[src/rtl/mips_pkg.sv]
// -----------------------------------------------------------------------------
// mips_pkg
// Shared types and constants for the MIPS instruction-fetch stage.
//   fetch_state_e : fetch sequencer states (IDLE, REQ, WAIT, HOLD)
//   NOP_INST      : instruction word driven as a pipeline bubble
//   PC_STEP       : byte distance between consecutive instructions
//   align_pc()    : clears the two byte-offset bits of a fetch address
// -----------------------------------------------------------------------------
package mips_pkg;

    typedef enum logic [1:0] {
        FS_IDLE = 2'd0,
        FS_REQ  = 2'd1,
        FS_WAIT = 2'd2,
        FS_HOLD = 2'd3
    } fetch_state_e;

    localparam logic [31:0] NOP_INST = 32'h0000_0000;
    localparam logic [31:0] PC_STEP  = 32'd4;

    function automatic logic [31:0] align_pc(input logic [31:0] pc);
        return pc & ~32'd3;
    endfunction

endpackage

[src/rtl/if_fetch_unit_if.sv]
// -----------------------------------------------------------------------------
// if_fetch_unit_if
// Instruction-memory request/response bus between the fetch unit and memory.
//   imem_req    : fetch request valid (fetch unit -> memory)
//   imem_addr   : fetch address, taken by memory on the accept cycle
//   imem_ready  : memory accepts the request when req && ready
//   imem_rvalid : response valid, at least one cycle after accept
//   imem_rdata  : returned instruction word
// Modports: master = fetch unit side, slave = memory side.
// -----------------------------------------------------------------------------
interface if_fetch_unit_if;

    logic        imem_req;
    logic [31:0] imem_addr;
    logic        imem_ready;
    logic        imem_rvalid;
    logic [31:0] imem_rdata;

    modport master (
        output imem_req,
        output imem_addr,
        input  imem_ready,
        input  imem_rvalid,
        input  imem_rdata
    );

    modport slave (
        input  imem_req,
        input  imem_addr,
        output imem_ready,
        output imem_rvalid,
        output imem_rdata
    );

endinterface

[src/rtl/if_skid_buf.sv]
// -----------------------------------------------------------------------------
// if_skid_buf
// One-entry {pc, inst} holding register. Catches a memory response that lands
// while decode is stalled so the fetch unit can replay it once the stall ends.
//   clk, rst : clock, asynchronous active-high reset
//   i_load   : capture i_pc/i_inst and mark the entry valid
//   i_clear  : empty the entry (i_load wins if both are set)
//   i_pc     : PC+4 of the captured instruction
//   i_inst   : captured instruction word
//   o_valid  : entry holds an instruction
//   o_pc     : stored PC+4
//   o_inst   : stored instruction word
// -----------------------------------------------------------------------------
module if_skid_buf
    import mips_pkg::*;
(
    input  logic        clk,
    input  logic        rst,
    input  logic        i_load,
    input  logic        i_clear,
    input  logic [31:0] i_pc,
    input  logic [31:0] i_inst,
    output logic        o_valid,
    output logic [31:0] o_pc,
    output logic [31:0] o_inst
);

    logic        r_valid;
    logic [31:0] r_pc;
    logic [31:0] r_inst;

    always_ff @(posedge clk or posedge rst) begin
        if (rst) begin
            r_valid <= 1'b0;
            r_pc    <= 32'h0;
            r_inst  <= NOP_INST;
        end else if (i_load) begin
            r_valid <= 1'b1;
            r_pc    <= i_pc;
            r_inst  <= i_inst;
        end else if (i_clear) begin
            r_valid <= 1'b0;
        end
    end

    assign o_valid = r_valid;
    assign o_pc    = r_pc;
    assign o_inst  = r_inst;

endmodule

[src/rtl/if_fetch_unit.sv]
// -----------------------------------------------------------------------------
// if_fetch_unit
// Instruction-fetch stage: owns the fetch PC, keeps at most one request in
// flight to instruction memory, and presents the pc/inst pair sampled every
// cycle by the enable-less IF/ID register. Stall is done by holding the
// outputs, flush by driving a NOP bubble.
//
// Ports
//   clk, rst       : clock, asynchronous active-high reset
//   stall_in       : hazard unit holds the current outputs
//   redirect_valid : taken branch/jump; flush and refetch
//   redirect_pc    : new fetch address (bits [1:0] forced to 0)
//   imem           : instruction-memory bus (master side)
//   pc_out         : PC+4 of the instruction on inst_out
//   inst_out       : instruction word, NOP when out_valid is low
//   out_valid      : inst_out holds a real instruction
//
// State   | meaning
// --------+-------------------------------------------------------------
// IDLE    | first cycle after reset, nothing requested yet
// REQ     | imem_req high, waiting for memory to accept fetch_pc
// WAIT    | request accepted, waiting for the response
// HOLD    | response parked in the skid buffer while decode is stalled
// -----------------------------------------------------------------------------
module if_fetch_unit
    import mips_pkg::*;
#(
    parameter logic [31:0] RESET_PC = 32'h0000_0000
) (
    input  logic                   clk,
    input  logic                   rst,
    input  logic                   stall_in,
    input  logic                   redirect_valid,
    input  logic [31:0]            redirect_pc,
    if_fetch_unit_if.master        imem,
    output logic [31:0]            pc_out,
    output logic [31:0]            inst_out,
    output logic                   out_valid
);

    fetch_state_e r_state;
    fetch_state_e w_state_nxt;
    logic [31:0]  r_fetch_pc;
    logic [31:0]  w_fetch_pc_nxt;
    logic         r_drop;
    logic         w_drop_nxt;

    logic [31:0]  r_pc_out;
    logic [31:0]  w_pc_out_nxt;
    logic [31:0]  r_inst_out;
    logic [31:0]  w_inst_out_nxt;
    logic         r_out_valid;
    logic         w_out_valid_nxt;

    logic [31:0]  w_redirect_pc;
    logic [31:0]  w_pc_inc;
    logic         w_accept;
    logic         w_out_busy;
    logic         w_load_resp;
    logic         w_load_skid;

    logic         w_skid_load;
    logic         w_skid_clear;
    logic         w_skid_valid;
    logic [31:0]  w_skid_pc;
    logic [31:0]  w_skid_inst;

    assign w_redirect_pc = align_pc(redirect_pc);
    assign w_pc_inc      = r_fetch_pc + PC_STEP;
    assign w_accept      = (r_state == FS_REQ) && imem.imem_ready;
    // The output register is only "owned" by decode while it shows a real
    // instruction; a stall over a bubble does not block a new load.
    assign w_out_busy    = r_out_valid && stall_in;

    assign imem.imem_req  = (r_state == FS_REQ);
    assign imem.imem_addr = r_fetch_pc;

    if_skid_buf u_skid (
        .clk     (clk),
        .rst     (rst),
        .i_load  (w_skid_load),
        .i_clear (w_skid_clear),
        .i_pc    (w_pc_inc),
        .i_inst  (imem.imem_rdata),
        .o_valid (w_skid_valid),
        .o_pc    (w_skid_pc),
        .o_inst  (w_skid_inst)
    );

    always_ff @(posedge clk or posedge rst) begin
        if (rst) begin
            r_state     <= FS_IDLE;
            r_fetch_pc  <= RESET_PC;
            r_drop      <= 1'b0;
            r_pc_out    <= 32'h0;
            r_inst_out  <= NOP_INST;
            r_out_valid <= 1'b0;
        end else begin
            r_state     <= w_state_nxt;
            r_fetch_pc  <= w_fetch_pc_nxt;
            r_drop      <= w_drop_nxt;
            r_pc_out    <= w_pc_out_nxt;
            r_inst_out  <= w_inst_out_nxt;
            r_out_valid <= w_out_valid_nxt;
        end
    end

    // Sequencer: next state, fetch PC, drop flag and skid control.
    always_comb begin
        w_state_nxt    = r_state;
        w_fetch_pc_nxt = r_fetch_pc;
        w_drop_nxt     = r_drop;
        w_load_resp    = 1'b0;
        w_load_skid    = 1'b0;
        w_skid_load    = 1'b0;
        w_skid_clear   = 1'b0;

        case (r_state)
            FS_IDLE: begin
                w_state_nxt = FS_REQ;
            end

            FS_REQ: begin
                if (redirect_valid) begin
                    w_fetch_pc_nxt = w_redirect_pc;
                end
                if (w_accept) begin
                    w_state_nxt = FS_WAIT;
                    // Request already went out for the stale PC; its
                    // response must be thrown away.
                    w_drop_nxt  = redirect_valid;
                end
            end

            FS_WAIT: begin
                if (imem.imem_rvalid) begin
                    w_drop_nxt  = 1'b0;
                    w_state_nxt = FS_REQ;
                    if (redirect_valid) begin
                        w_fetch_pc_nxt = w_redirect_pc;
                    end else if (!r_drop) begin
                        w_fetch_pc_nxt = w_pc_inc;
                        if (w_out_busy) begin
                            w_skid_load = 1'b1;
                            w_state_nxt = FS_HOLD;
                        end else begin
                            w_load_resp = 1'b1;
                        end
                    end
                end else if (redirect_valid) begin
                    w_fetch_pc_nxt = w_redirect_pc;
                    w_drop_nxt     = 1'b1;
                end
            end

            FS_HOLD: begin
                if (redirect_valid) begin
                    w_skid_clear   = 1'b1;
                    w_fetch_pc_nxt = w_redirect_pc;
                    w_state_nxt    = FS_REQ;
                end else if (!stall_in) begin
                    w_skid_clear = 1'b1;
                    w_load_skid  = w_skid_valid;
                    w_state_nxt  = FS_REQ;
                end
            end

            default: begin
                w_state_nxt = FS_IDLE;
            end
        endcase
    end

    // Output register: redirect > stall-hold > load > bubble.
    always_comb begin
        w_pc_out_nxt    = r_pc_out;
        w_inst_out_nxt  = r_inst_out;
        w_out_valid_nxt = r_out_valid;

        if (redirect_valid) begin
            w_out_valid_nxt = 1'b0;
            w_inst_out_nxt  = NOP_INST;
        end else if (!w_out_busy) begin
            if (w_load_resp) begin
                w_pc_out_nxt    = w_pc_inc;
                w_inst_out_nxt  = imem.imem_rdata;
                w_out_valid_nxt = 1'b1;
            end else if (w_load_skid) begin
                w_pc_out_nxt    = w_skid_pc;
                w_inst_out_nxt  = w_skid_inst;
                w_out_valid_nxt = 1'b1;
            end else begin
                w_out_valid_nxt = 1'b0;
                w_inst_out_nxt  = NOP_INST;
            end
        end
    end

    assign pc_out    = r_pc_out;
    assign inst_out  = r_inst_out;
    assign out_valid = r_out_valid;

endmodule

[src/flat_wrapper.sv]
// flat-port wrapper written by rule: the top's interface ports become plain ports
module if_fetch_unit_flat import mips_pkg::*;
#(
    parameter logic [31:0] RESET_PC = 32'h0000_0000
)
  (clk, rst, stall_in, redirect_valid, redirect_pc, pc_out, inst_out, out_valid, imem_imem_req, imem_imem_addr, imem_imem_ready, imem_imem_rvalid, imem_imem_rdata);
  if_fetch_unit_if imem_i ();
  input  logic clk;
  input  logic rst;
  input  logic stall_in;
  input  logic redirect_valid;
  input  logic [31:0] redirect_pc;
  output logic [31:0] pc_out;
  output logic [31:0] inst_out;
  output logic out_valid;
  output wire logic [$bits(imem_i.imem_req)-1:0] imem_imem_req;
  output wire logic [$bits(imem_i.imem_addr)-1:0] imem_imem_addr;
  input wire logic [$bits(imem_i.imem_ready)-1:0] imem_imem_ready;
  input wire logic [$bits(imem_i.imem_rvalid)-1:0] imem_imem_rvalid;
  input wire logic [$bits(imem_i.imem_rdata)-1:0] imem_imem_rdata;
  assign imem_imem_req = imem_i.imem_req;
  assign imem_imem_addr = imem_i.imem_addr;
  assign imem_i.imem_ready = imem_imem_ready;
  assign imem_i.imem_rvalid = imem_imem_rvalid;
  assign imem_i.imem_rdata = imem_imem_rdata;
  if_fetch_unit #(.RESET_PC(RESET_PC)) u_core (.clk(clk), .rst(rst), .stall_in(stall_in), .redirect_valid(redirect_valid), .redirect_pc(redirect_pc), .imem(imem_i), .pc_out(pc_out), .inst_out(inst_out), .out_valid(out_valid));
endmodule
[config.mk]
export PLATFORM = sky130hd
export DESIGN_NAME = if_fetch_unit_flat
export DESIGN_NICKNAME = d
export VERILOG_FILES = /design/src/rtl/mips_pkg.sv /design/src/rtl/if_fetch_unit_if.sv /design/src/rtl/if_skid_buf.sv /design/src/rtl/if_fetch_unit.sv /design/src/flat_wrapper.sv
export SDC_FILE = /design/constraint.sdc
export NUM_CORES = 1
export LEC_CHECK = 0
export BUFFER_PORTS_ARGS = -buffer_cell sky130_fd_sc_hd__buf_2
export CORE_UTILIZATION = 50
export CTS_CLUSTER_SIZE = 25
export DETAILED_ROUTE_END_ITERATION = 8
export GPL_TIMING_DRIVEN = 1
export PLACE_DENSITY = 0.74
export SETUP_SLACK_MARGIN = 0.1
export SLEW_MARGIN = 30
export SYNTH_ARGS = -nofsm -noshare
export SYNTH_HDL_FRONTEND = slang
export SYNTH_SLANG_ARGS = --single-unit
[constraint.sdc]
create_clock -name clk -period 8.06 [get_ports clk]
set_input_delay 0.806 -clock clk [delete_from_list [all_inputs] [get_ports clk]]
set_output_delay 0.806 -clock clk [all_outputs]
set_load 0.01 [all_outputs]
==> results.json <==
{
  "status": "finished clean",
  "netlist_area_sq_um": 7820,
  "io_buffers": 165,
  "cts_hold_buf": 0,
  "die_x_um": 127,
  "placed_cell_area_sq_um": 8790,
  "layout_common_cells": "buf_2, dfrtp_1, a21oi_1",
  "drc": 0,
  "root_buffer": "clkbuf_16",
  "skew_ns": 0.00984,
  "via_count": 6591,
  "worst-path-buf-inv": 2,
  "crit_chain": "buf_2 -> nor2b_1 -> nand2_2 -> a21oi_4 -> buf_6 -> a21oi_1 -> o21ai_0",
  "final_max_slew_viol_count": 0,
  "cts_buffers": 17,
  "syn-num-nets": 864,
  "dr.pass1.iters": 5,
  "ys_types": 52,
  "cts_tree": "yes",
  "cts_resized": 0,
  "power.leakage_nw": 4.42,
  "tns_ns": 0,
  "tightest_slew_ns": 0.945,
  "crit_slowest_cell": "buf_6",
  "placed_cells": 1118,
  "hold_viol_final": 0,
  "final_cells": 1150,
  "cts_htree_levels": 4,
  "cpPeakStageDelay_ns": 0.58,
  "startpoint_type": "input port",
  "antenna_found_initial": 0,
  "r2r_start": "u_core.r_state[0]$_DFFE_PP0P_",
  "post_cts_buffers": 0,
  "postRouteAntennaNets": 0,
  "io_pins": 168,
  "crit_type": "in -> reg",
  "drt_iter0_markers": 388,
  "critPathMaxFanout": 97,
  "dp_hpwl_um": 12600,
  "yosysSeqAreaShare_pct": 52.8,
  "fin_nets": 1002,
  "end_kind": "register",
  "setup_viol": 0,
  "worstReg2RegEnd": "u_core.inst_out[4]$_DFFE_PP0P_",
  "layout-drive-gt1-share_pct": 27.7,
  "reg2reg_setup_slack_ns": 5.22,
  "yosysWarnings": 0,
  "grt_max_degree": 101,
  "cp_top_family": "simple AND/OR/NAND/NOR gates",
  "wl_per_cell_um": 17.2,
  "chipHeight_um": 127,
  "viasPerCell": 5.73,
  "routabilityCongestion": 0.818,
  "cp.required_ns": 8.40,
  "synth-edff-count": 0,
  "syn_avg_cell_area_sq_um": 9.93,
  "p_per_area_nw_per_um2": 312,
  "setup_ws_ns": 5.10,
  "maxCapViolCount": 0,
  "coreArea_sq_um": 15300,
  "grt_pass1_vias": 6114,
  "holdPathStages": 2,
  "rows": 45,
  "synth_flop_cell": "dfrtp_1",
  "period_share_pct": 36.7,
  "worst_slew_margin_rel_pct": 36.5,
  "dp_slack_ns": 4.43,
  "min_from": "u_core.inst_out[9]$_DFFE_PP0P_",
  "whs_endpoint": "u_core.inst_out[9]$_DFFE_PP0P_",
  "cp.arrival_ns": 3.30,
  "clk_pin_slew_ns": 0.06,
  "diodes": 0,
  "synth_seq_cells": 165,
  "initial_core_util_pct": 51.3,
  "clk_latency_ns": 0.42,
  "die-area_sq_um": 16200,
  "cts_sinks": 165,
  "final.min_clock_period_ns": 2.96,
  "wl_um": 19800,
  "syn_inst": 788,
  "max_freq_mhz": 338,
  "postLayoutCellArea_sq_um": 9440,
  "ir_drop_mv": 0.174,
  "rr_worst_depth": 8,
  "syn2layout_area_growth_pct": 20.6,
  "hp-class": "reg -> reg",
  "grt_use_total_pct": 25.2,
  "overflow": 0,
  "synth-async-reset-ratio_pct": 100,
  "grt_setup_unrepaired": "false",
  "grt_pass1_wl_um": 31900,
  "total_power_w": 0.00295,
  "cts.path.max_buffers": 2
}
==> per-stage QoR <==
stage	hold WS, ns	util (%)
2_1_floorplan	0.443	-
5_1_grt	0.499	61.9
6_report	0.472	61.9
3_3_place_gp	0.458	57.6
3_5_place_dp	0.465	57.6
4_1_cts	0.479	61.8
==> kinds of logic after synthesis <==
kind of cell / share of synthesized area (%)
compound gates: 19.9
simple gates: 13.5
xor+xnor: 3.13
fa+ha+maj: 0.960
mux: 6.22
flops: 52.8
buf+inv: 3.49
==> layout make-up <==
cell class,count,area [sq um]
fill,1317,5820
multi-input combinational,556,3460
clock buffer,22,484
timing repair buffer,175,905
inverter,11,48.8
clock inverter,10,146
tap,211,264
sequential,165,4130
==> sequential cells by signal, indices dropped and copies added (netlist names) <==
signal,cells
u_core.u_skid.o_inst,32
u_core.u_skid.o_pc,32
u_core.out_valid,1
u_core.r_drop,1
u_core.imem.imem_addr,32
u_core.u_skid.o_valid,1
u_core.inst_out,32
u_core.r_state,2
u_core.pc_out,32
==> cell usage after synthesis, drive strengths merged, types with 11 or more instances <==
| cell type | instances | area [sq um] |
|---|---|---|
| nand3 | 17 | 97.6 |
| nor2 | 49 | 184 |
| dfrtp | 165 | 4130 |
| mux2 | 37 | 417 |
| clkbuf | 40 | 151 |
| nand2 | 63 | 236 |
| a21oi | 109 | 546 |
| nor2b | 29 | 181 |
| buf | 16 | 80.1 |
| a211oi | 28 | 210 |
| xor2 | 18 | 158 |
| o21ai | 89 | 445 |
| inv | 11 | 41.3 |
==> report_power, final <==
part | switching (W) | internal (W) | leakage (nW) | total, W
combinational | 0.000521 | 0.000372 | 1.95 | 0.000894
clock | 0.000339 | 0.000522 | 0.295 | 0.000862
sequential | 0.000196 | 0.000997 | 2.18 | 0.00119
==> tightest hold or removal path, cell delays in order, from the launching register on <==
cell and delay, ns:
dfrtp_1 0.34, nand2_1 0.04, o21ai_0 0.06
==> metal layers <==
layer  vias up  wire [um]  track usage, %
li1       3102          -               -
met4         0        508            10.3
met5         -          0               0
met1      3250       8820            35.4
met3        37        877            4.23
met2       202       9560            39.2
==> worst max path at each step <==
stage          slack (ns)            from  cells after the start                                   end
2_1_floorplan        2.79             rst                      1  u_core.imem.imem_addr[0]$_DFFE_PP0P_
3_3_place_gp         4.21  redirect_valid                      6          u_core.pc_out[3]$_DFFE_PP0P_
3_5_place_dp         4.43  redirect_valid                      7       u_core.inst_out[22]$_DFFE_PP0P_
4_1_cts              4.91  redirect_valid                      7       u_core.inst_out[29]$_DFFE_PP0P_
5_1_grt              4.86  redirect_valid                      7        u_core.inst_out[7]$_DFFE_PP0P_
6_report             5.10  redirect_valid                      7        u_core.inst_out[4]$_DFFE_PP0P_
(Power assumes the default switching activity.)
